### config.mk
export PLATFORM = sky130hd
export DESIGN_NAME = controle_vedacao_flat
export DESIGN_NICKNAME = d
export VERILOG_FILES = /design/src/rtl/controle_vedacao_if.sv /design/src/rtl/controle_vedacao.sv /design/src/flat_wrapper.sv
export SDC_FILE = /design/constraint.sdc
export NUM_CORES = 1
export LEC_CHECK = 0
export CORE_MARGIN = 5
export CORE_UTILIZATION = 40
export DETAILED_ROUTE_END_ITERATION = 16
export PLACE_DENSITY = 0.65
export SLEW_MARGIN = 20
export SYNTH_ARGS = -nofsm -noshare
export SYNTH_HDL_FRONTEND = slang
export SYNTH_SLANG_ARGS = --single-unit
### constraint.sdc
create_clock -name clk -period 1.9 [get_ports clk]
set_input_delay 0.285 -clock clk [delete_from_list [all_inputs] [get_ports clk]]
set_output_delay 0.285 -clock clk [all_outputs]
set_load 0.1 [all_outputs]
### src/rtl/controle_vedacao_if.sv
`default_nettype none
// ============================================================================
//  Module      : controle_vedacao_if
//  Description : Signal bundle between the corking-station controller and its
//                environment (bottle sensor, cork counter, press, display).
//  Revision    : 1.0 - initial release
// ============================================================================
interface controle_vedacao_if #(
    parameter int W_CONT = 8
);
    logic              start_proc;
    logic              garrafa_presente;
    logic              rolha_disponivel;
    logic              disp_acionado;
    logic              dec;
    logic              atuador;
    logic              garrafa_liberada;
    logic              alarme_sem_rolha;
    logic [W_CONT-1:0] garrafas_vedadas;
    logic [2:0]        estado;

    // Controller side: consumes sensor/counter status, drives requests.
    modport master (
        input  start_proc,
        input  garrafa_presente,
        input  rolha_disponivel,
        input  disp_acionado,
        output dec,
        output atuador,
        output garrafa_liberada,
        output alarme_sem_rolha,
        output garrafas_vedadas,
        output estado
    );

    // Environment side: the mirror image of the controller.
    modport slave (
        output start_proc,
        output garrafa_presente,
        output rolha_disponivel,
        output disp_acionado,
        input  dec,
        input  atuador,
        input  garrafa_liberada,
        input  alarme_sem_rolha,
        input  garrafas_vedadas,
        input  estado
    );
endinterface
`default_nettype wire

### src/rtl/controle_vedacao.sv
`default_nettype none
// ============================================================================
//  Module      : controle_vedacao
//  Description : Corking-station controller. Waits for a bottle, requests one
//                cork from the cork counter, drives the press for a fixed time,
//                releases the bottle and keeps a saturating sealed count.
//                Every output comes straight from a register.
//  Revision    : 1.0 - initial release
// ============================================================================
module controle_vedacao #(
    parameter int PRESS_CICLOS = 4,
    parameter int ESPERA_MAX   = 20,
    parameter int W_CONT       = 8
) (
    input  logic               clk,
    input  logic               reset,
    controle_vedacao_if.master bus
);

    localparam int c_W_ESPERA = $clog2(ESPERA_MAX + 1);
    localparam int c_W_PRENSA = (PRESS_CICLOS > 1) ? $clog2(PRESS_CICLOS) : 1;

    localparam logic [c_W_ESPERA-1:0] c_ESPERA_MAX    = c_W_ESPERA'(ESPERA_MAX);
    localparam logic [c_W_ESPERA-1:0] c_ESPERA_PENULT = c_W_ESPERA'(ESPERA_MAX - 1);
    localparam logic [c_W_ESPERA-1:0] c_ESPERA_UM     = c_W_ESPERA'(1);
    localparam logic [c_W_PRENSA-1:0] c_PRENSA_FIM    = c_W_PRENSA'(PRESS_CICLOS - 1);
    localparam logic [c_W_PRENSA-1:0] c_PRENSA_UM     = c_W_PRENSA'(1);
    localparam logic [W_CONT-1:0]     c_CONT_UM       = W_CONT'(1);

    typedef enum logic [2:0] {
        OCIOSO   = 3'd0,
        AGUARDA  = 3'd1,
        SOLICITA = 3'd2,
        PRENSA   = 3'd3,
        LIBERA   = 3'd4
    } estado_t;

    estado_t               r_estado;
    logic [c_W_ESPERA-1:0] r_timer_espera;
    logic [c_W_PRENSA-1:0] r_timer_prensa;
    logic [W_CONT-1:0]     r_cont;
    logic                  r_dec;
    logic                  r_atuador;
    logic                  r_liberada;
    logic                  r_alarme;

    // Sequencer: state, timers, sealed count and all registered outputs.
    // Each output is loaded with the value it must have in the state being
    // entered, so the pins change exactly on the state-changing edge.
    always_ff @(posedge clk or posedge reset) begin
        if (reset) begin
            r_estado       <= OCIOSO;
            r_timer_espera <= '0;
            r_timer_prensa <= '0;
            r_cont         <= '0;
            r_dec          <= 1'b0;
            r_atuador      <= 1'b0;
            r_liberada     <= 1'b0;
            r_alarme       <= 1'b0;
        end else if (bus.start_proc) begin
            r_estado       <= OCIOSO;
            r_timer_espera <= '0;
            r_timer_prensa <= '0;
            r_cont         <= '0;
            r_dec          <= 1'b0;
            r_atuador      <= 1'b0;
            r_liberada     <= 1'b0;
            r_alarme       <= 1'b0;
        end else begin
            r_dec      <= 1'b0;
            r_atuador  <= 1'b0;
            r_liberada <= 1'b0;
            r_alarme   <= 1'b0;
            case (r_estado)
                OCIOSO: begin
                    r_timer_espera <= '0;
                    if (bus.garrafa_presente) begin
                        r_estado <= AGUARDA;
                    end
                end
                AGUARDA: begin
                    if (!bus.garrafa_presente) begin
                        r_estado <= OCIOSO;
                    end else if (bus.rolha_disponivel && !bus.disp_acionado) begin
                        r_estado <= SOLICITA;
                        r_dec    <= 1'b1;
                    end else begin
                        // Alarm follows the timer value being written now.
                        if (r_timer_espera != c_ESPERA_MAX) begin
                            r_timer_espera <= r_timer_espera + c_ESPERA_UM;
                        end
                        r_alarme <= (r_timer_espera >= c_ESPERA_PENULT);
                    end
                end
                SOLICITA: begin
                    // The cork request has been issued; press unconditionally.
                    r_estado       <= PRENSA;
                    r_timer_prensa <= '0;
                    r_atuador      <= 1'b1;
                end
                PRENSA: begin
                    // Sensor is deliberately ignored: a started press completes.
                    if (r_timer_prensa == c_PRENSA_FIM) begin
                        r_estado   <= LIBERA;
                        r_liberada <= 1'b1;
                        if (r_cont != {W_CONT{1'b1}}) begin
                            r_cont <= r_cont + c_CONT_UM;
                        end
                    end else begin
                        r_timer_prensa <= r_timer_prensa + c_PRENSA_UM;
                        r_atuador      <= 1'b1;
                    end
                end
                LIBERA: begin
                    // Hold until the bottle leaves so it is never corked twice.
                    if (!bus.garrafa_presente) begin
                        r_estado <= OCIOSO;
                    end
                end
                default: begin
                    r_estado <= OCIOSO;
                end
            endcase
        end
    end

    assign bus.dec              = r_dec;
    assign bus.atuador          = r_atuador;
    assign bus.garrafa_liberada = r_liberada;
    assign bus.alarme_sem_rolha = r_alarme;
    assign bus.garrafas_vedadas = r_cont;
    assign bus.estado           = r_estado;

endmodule
`default_nettype wire
### src/flat_wrapper.sv
// flat-port wrapper written by rule: the top's interface ports become plain ports
module controle_vedacao_flat 
#(
    parameter int PRESS_CICLOS = 4,
    parameter int ESPERA_MAX   = 20,
    parameter int W_CONT       = 8
)
  (clk, reset, bus_start_proc, bus_garrafa_presente, bus_rolha_disponivel, bus_disp_acionado, bus_dec, bus_atuador, bus_garrafa_liberada, bus_alarme_sem_rolha, bus_garrafas_vedadas, bus_estado);
  controle_vedacao_if #(.W_CONT(W_CONT)) bus_i ();
  input  logic clk;
  input  logic reset;
  input wire logic [$bits(bus_i.start_proc)-1:0] bus_start_proc;
  input wire logic [$bits(bus_i.garrafa_presente)-1:0] bus_garrafa_presente;
  input wire logic [$bits(bus_i.rolha_disponivel)-1:0] bus_rolha_disponivel;
  input wire logic [$bits(bus_i.disp_acionado)-1:0] bus_disp_acionado;
  output wire logic [$bits(bus_i.dec)-1:0] bus_dec;
  output wire logic [$bits(bus_i.atuador)-1:0] bus_atuador;
  output wire logic [$bits(bus_i.garrafa_liberada)-1:0] bus_garrafa_liberada;
  output wire logic [$bits(bus_i.alarme_sem_rolha)-1:0] bus_alarme_sem_rolha;
  output wire logic [$bits(bus_i.garrafas_vedadas)-1:0] bus_garrafas_vedadas;
  output wire logic [$bits(bus_i.estado)-1:0] bus_estado;
  assign bus_i.start_proc = bus_start_proc;
  assign bus_i.garrafa_presente = bus_garrafa_presente;
  assign bus_i.rolha_disponivel = bus_rolha_disponivel;
  assign bus_i.disp_acionado = bus_disp_acionado;
  assign bus_dec = bus_i.dec;
  assign bus_atuador = bus_i.atuador;
  assign bus_garrafa_liberada = bus_i.garrafa_liberada;
  assign bus_alarme_sem_rolha = bus_i.alarme_sem_rolha;
  assign bus_garrafas_vedadas = bus_i.garrafas_vedadas;
  assign bus_estado = bus_i.estado;
  controle_vedacao #(.PRESS_CICLOS(PRESS_CICLOS), .ESPERA_MAX(ESPERA_MAX), .W_CONT(W_CONT)) u_core (.clk(clk), .reset(reset), .bus(bus_i));
endmodule
* Yosys cells after proc, flatten, opt, wreduce, memory -nomap -nowiden
Index checks and enable logic that the tools add are counted.
Widths: inputs -> output; s select.
** Word-level totals
- Register bits :: 22
- Input bits :: 6
- Output and inout bits :: 15
- Word-level logic and storage cells :: 72
** Operators by class
- $add $sub $neg :: 3
- Magnitude comparators :: 1
- Eq/ne operators :: 15
- Mux-type cells :: 33
- Reduce and logical (&&, ||, !) cells :: 12
** Operator list (number)
- $mux 8 :: 4
- $mux 5 :: 4
- $mux 3 :: 6
- $ne 3x3->1 const B :: 5
- $pmux 3 s5 :: 1
- $mux 1 :: 13
- $pmux 5 s2 :: 1
- $add 8x1->8 const B :: 1
- $ne 8x8->1 const B :: 1
- $reduce_and 4->1 :: 2
- $eq 3x2->1 const B :: 2
- $ne 3x2->1 const B :: 2
- $reduce_bool 2->1 :: 3
- $reduce_bool 3->1 :: 2
- $add 5x1->5 const B :: 1
- $ge 5x5->1 const B :: 1
- $ne 5x5->1 const B :: 1
- $mux 2 :: 2
- $ne 4x3->1 const B :: 1
- $pmux 2 s2 :: 1
- $eq 3x1->1 const B :: 1
- $eq 3x3->1 const B :: 1
- $logic_not 3->1 :: 1
- $reduce_and 3->1 :: 1
- other kinds (6) :: 6

* Logic depth before layout (Yosys ltp)
- Depth after elaboration :: 6
- Depth in mapped cells :: 6
- Gate-level depth less buffers :: 6

* Worst setup path before layout
OpenSTA, ideal clock, no wires.
- Path type :: flip-flop to flip-flop
- Start :: register u_core.r_estado[1] (netlist: u_core.bus.estado[1])
- End :: register u_core.r_cont[7] (netlist: u_core.bus.garrafas_vedadas[7])
- Setup time :: 0.125 ns
- Data arrival time :: 2.081 ns
- Data required time :: 1.775 ns
- Slack :: -0.306 ns
- Stages on the path, launching flop included :: 6
- Path buffers :: 1
- Period minus slack after synthesis :: 2.206 ns
- Cells stage by stage :: dfrtp_1 > buf_4 > and4b_2 > o21ai_2 > nor4_1 > mux2_2
** Between the ends
- Word-level cells in the longest chain between the ends :: 3
** RTL lines
- from (decl) :: RTL line controle_vedacao.sv:38 : estado_t r_estado;
- from (signal assigned) :: RTL line controle_vedacao.sv:52 : r_estado <= OCIOSO;
- from (signal assigned) :: RTL line controle_vedacao.sv:61 : r_estado <= OCIOSO;
- from (signal assigned) :: RTL line controle_vedacao.sv:78 : r_estado <= AGUARDA;
- $eq 3x2->1 :: RTL line controle_vedacao.sv:74 : case (r_estado)
- $reduce_bool 2->1 (no line)
- $reduce_and 3->1 (no line)
- to (signal assigned) :: RTL line controle_vedacao.sv:107 : r_cont <= r_cont + c_CONT_UM;
- to (decl) :: RTL line controle_vedacao.sv:41 : logic [W_CONT-1:0] r_cont;
Every way passes these cells.
A chain may end at the register's enable or synchronous reset.

* Worst setup path after layout
- Start :: register u_core.r_timer_prensa[0]
- End :: register u_core.r_cont[7] (netlist: u_core.bus.garrafas_vedadas[7])
** Between the ends
- Word-level cells in the longest chain between the ends :: 3
** RTL lines
- from (decl) :: RTL line controle_vedacao.sv:40 : logic [c_W_PRENSA-1:0] r_timer_prensa;
- from (signal assigned) :: RTL line controle_vedacao.sv:110 : r_timer_prensa <= r_timer_prensa + c_PRENSA_UM;
- $eq 2x2->1 :: RTL line controle_vedacao.sv:103 : if (r_timer_prensa == c_PRENSA_FIM) begin
- $reduce_bool 2->1 (no line)
- $reduce_and 3->1 (no line)
Every way passes these cells.

==> metrics <==
synthesis-to-layout area growth 25.6%; n_diodes 0; Register-to-Register Path Depth 5; width of the chip 63.5 um; Max Used Layer met4; final period utilization 0.914; initial DRC count 50; overall routed net length 2600 um; peak fanout along the critical path 9; WL met1 1220 um; Reg2Reg Setup Slack 0.16 ns; Post-DP HPWL 1950 um; cells after synthesis 119; Critical Path Start Type flip-flop; Adder-Cell Fraction of Synth Area 0.0437; compound-gate portion of the synthesized area 0.139; routability congestion estimate 0.907; placed insts 173; Starting Density 0.415; post-synthesis async set-or-reset flop share 1.00; die area 0.00403 mm2; Final TNS setup 0 ns; Synth area leader dfrtp_1; top post-synthesis cells by area dfrtp_1, ha_1, o21ai_0, nand3_1, nor2_1; Arr. time, crit path 1.93 ns; Setup Fix Bufs, Post-CTS 0; Clock transition at path regs 0.13 ns; nets@finish 157; Synth cell types 37; Pre-antenna DRT Iters 4; dpl cell area 0.00140 mm2; cell area after synthesis 0.00114 mm2; via density per instance 5.67; Max-Cap Viols 0; CTS tree yes; count leader, synth dfrtp_1; post_cts resized 0; CP Capture Type flip-flop; RR Startpoint u_core.r_timer_prensa[0]$_DFFE_PP0P_; IO buf count 20; clk_lat worst skew 0.30 ns; vias in the first global route 1020; status finished, final reports clean; top cell type's share of synthesized area 0.481; largest family of logic cells by synthesized area simple AND/OR/NAND/NOR gates; Yosys reg bits 22; GRT Util Overall 0.137; clock net sink count 22; share of layout cells above drive strength 1 0.267; Slew HR 0.773; DRC errors left 0; largest net degree at the start of global routing 23; power per standard cell area 586 mW/mm2; simple-gate share of the synthesized area 0.273; met3 WL 124 um; total number of H-tree levels 1; I/O Pins 21; Post-DRT Antenna Nets 0; Design Area, Final 0.00144 mm2; Max Freq 0.576 GHz; Setup violations, final 0; critical path required time 2.10 ns; Worst Tran Pin Value 0.340 ns; RSZ-0062 raised after global routing no; CTS Root Buffer Type clkbuf_4; r2r endpoint u_core.bus.garrafas_vedadas[7]$_DFFE_PP0P_; final std cells w/o fill 177; Post-Syn Nets 129; FILL cells 262; Pleak 0.000644 uW; critical path class flip-flop to flip-flop; Synth Warn # 0; Via Count 1003; xor-xnor portion of the synthesized cell area 0.0153; Core ar. 0.00276 mm2; mux cell area share after synthesis 0.0186; Peak supply drop 441 uV; number of synthesized flops with an enable pin 0; antenna violations before repair 0; first-pass GRT wire length 4560 um; total grt overflow 0; Num CTS Buffers 3; Post-synth top cells dfrtp_1, o21ai_0, nor2_1; hold_buf cts 0; commonest register cell after synthesis dfrtp_1; Final Skew 0.00763 ns; Avg Cell Area, Syn 9.62 um2; Worst Hold Class input port to asynchronous set/reset pin; DIE HEIGHT 63.5 um; max-slew violations 0; register area share after synthesis 0.481; Hold Vio Cnt, Final 0; metal2 WL 1240 um; clock buffer depth 2; WL/cell 14.7 um; min Tclk post-route 1.74 ns; FP Rows 19
report_power, final:
| group | total (uW) | leakage (uW) | internal [uW] | switching (uW) |
|---|---|---|---|---|
| Clock | 257 | 0.0000210 | 117 | 140 |
| Combinational | 103 | 0.000335 | 33.3 | 69.3 |
| Sequential | 483 | 0.000287 | 474 | 8.19 |
through the flow:
step           total power [uW]  utilization  setup WS (ns)  hold WS, ns
2_1_floorplan               555            -         0.0598        0.274
3_3_place_gp                594        0.508          0.237        0.524
3_5_place_dp                595        0.508          0.179        0.524
4_1_cts                     853        0.521          0.156        0.306
5_1_grt                     884        0.521         0.0183        0.317
6_report                    842        0.521          0.163        0.305
area by class of cell:
cell class	count	area, um2	area share
Clock buffer	4	36.3	0.0252
Tap cell	31	38.8	0.0270
Multi-Input combinational cell	89	561	0.390
Inverter	6	22.5	0.0157
Sequential cell	22	567	0.394
Timing Repair Buffer	25	213	0.148
sequential cells by signal, summed over array words and instances (netlist names):
name / flops
u_core.bus.garrafas_vedadas: 8
u_core.r_timer_espera: 5
u_core.bus.estado: 3
u_core.r_timer_prensa: 2
u_core.bus.alarme_sem_rolha: 1
u_core.bus.atuador: 1
u_core.bus.dec: 1
u_core.bus.garrafa_liberada: 1
placed cells by master, fill, tap and decap left out, types with 3 or more instances in the layout:
cell / instances
nand4_1: 4
dfrtp_2: 10
buf_4: 19
o21ai_0: 10
a21oi_1: 6
dfrtp_1: 11
clkbuf_4: 3
ha_1: 4
nand2_1: 8
nor2_1: 9
clkdlybuf4s50_1: 5
or3_1: 3
nor2b_1: 3
nand3_1: 8
inv_1: 6
cells by family after synthesis:
kind of cell,after synthesis
AND/OR/NAND/NOR,55
multiplexers,2
adder cells (fa/ha/maj),4
flip-flops,22
AO/OA/AOI/OAI,26
buffers and inverters,8
XOR/XNOR,2
metal layers:
metal	GRT usage	vias to the layer above
met5	0	-
met4	0.0468	0
met3	0.0320	2
met2	0.222	21
met1	0.179	484
li1	-	496
worst max-delay path: stages (launching register included):
cell	delay (ns)
dfrtp_1	0.43
ha_1	0.19
and4b_2	0.26
o21ai_2	0.13
nor4_1	0.25
mux2_2	0.37
worst max-delay path by stage:
stage                                                     from                                         end  slack, ns  depth (start not counted)
floorplan           u_core.bus.garrafas_vedadas[0]$_DFFE_PP0P_  u_core.bus.garrafas_vedadas[7]$_DFFE_PP0P_       0.06                          5
global placement                                bus_start_proc       u_core.bus.alarme_sem_rolha$_DFF_PP0_       0.24                          5
detailed placement        u_core.r_timer_prensa[0]$_DFFE_PP0P_  u_core.bus.garrafas_vedadas[7]$_DFFE_PP0P_       0.18                          5
CTS                       u_core.r_timer_prensa[0]$_DFFE_PP0P_  u_core.bus.garrafas_vedadas[7]$_DFFE_PP0P_       0.16                          5
global route              u_core.r_timer_prensa[0]$_DFFE_PP0P_  u_core.bus.garrafas_vedadas[7]$_DFFE_PP0P_       0.02                          5
finish                    u_core.r_timer_prensa[0]$_DFFE_PP0P_  u_core.bus.garrafas_vedadas[7]$_DFFE_PP0P_       0.16                          5
No activity file was read; power rests on OpenSTA's default activity.
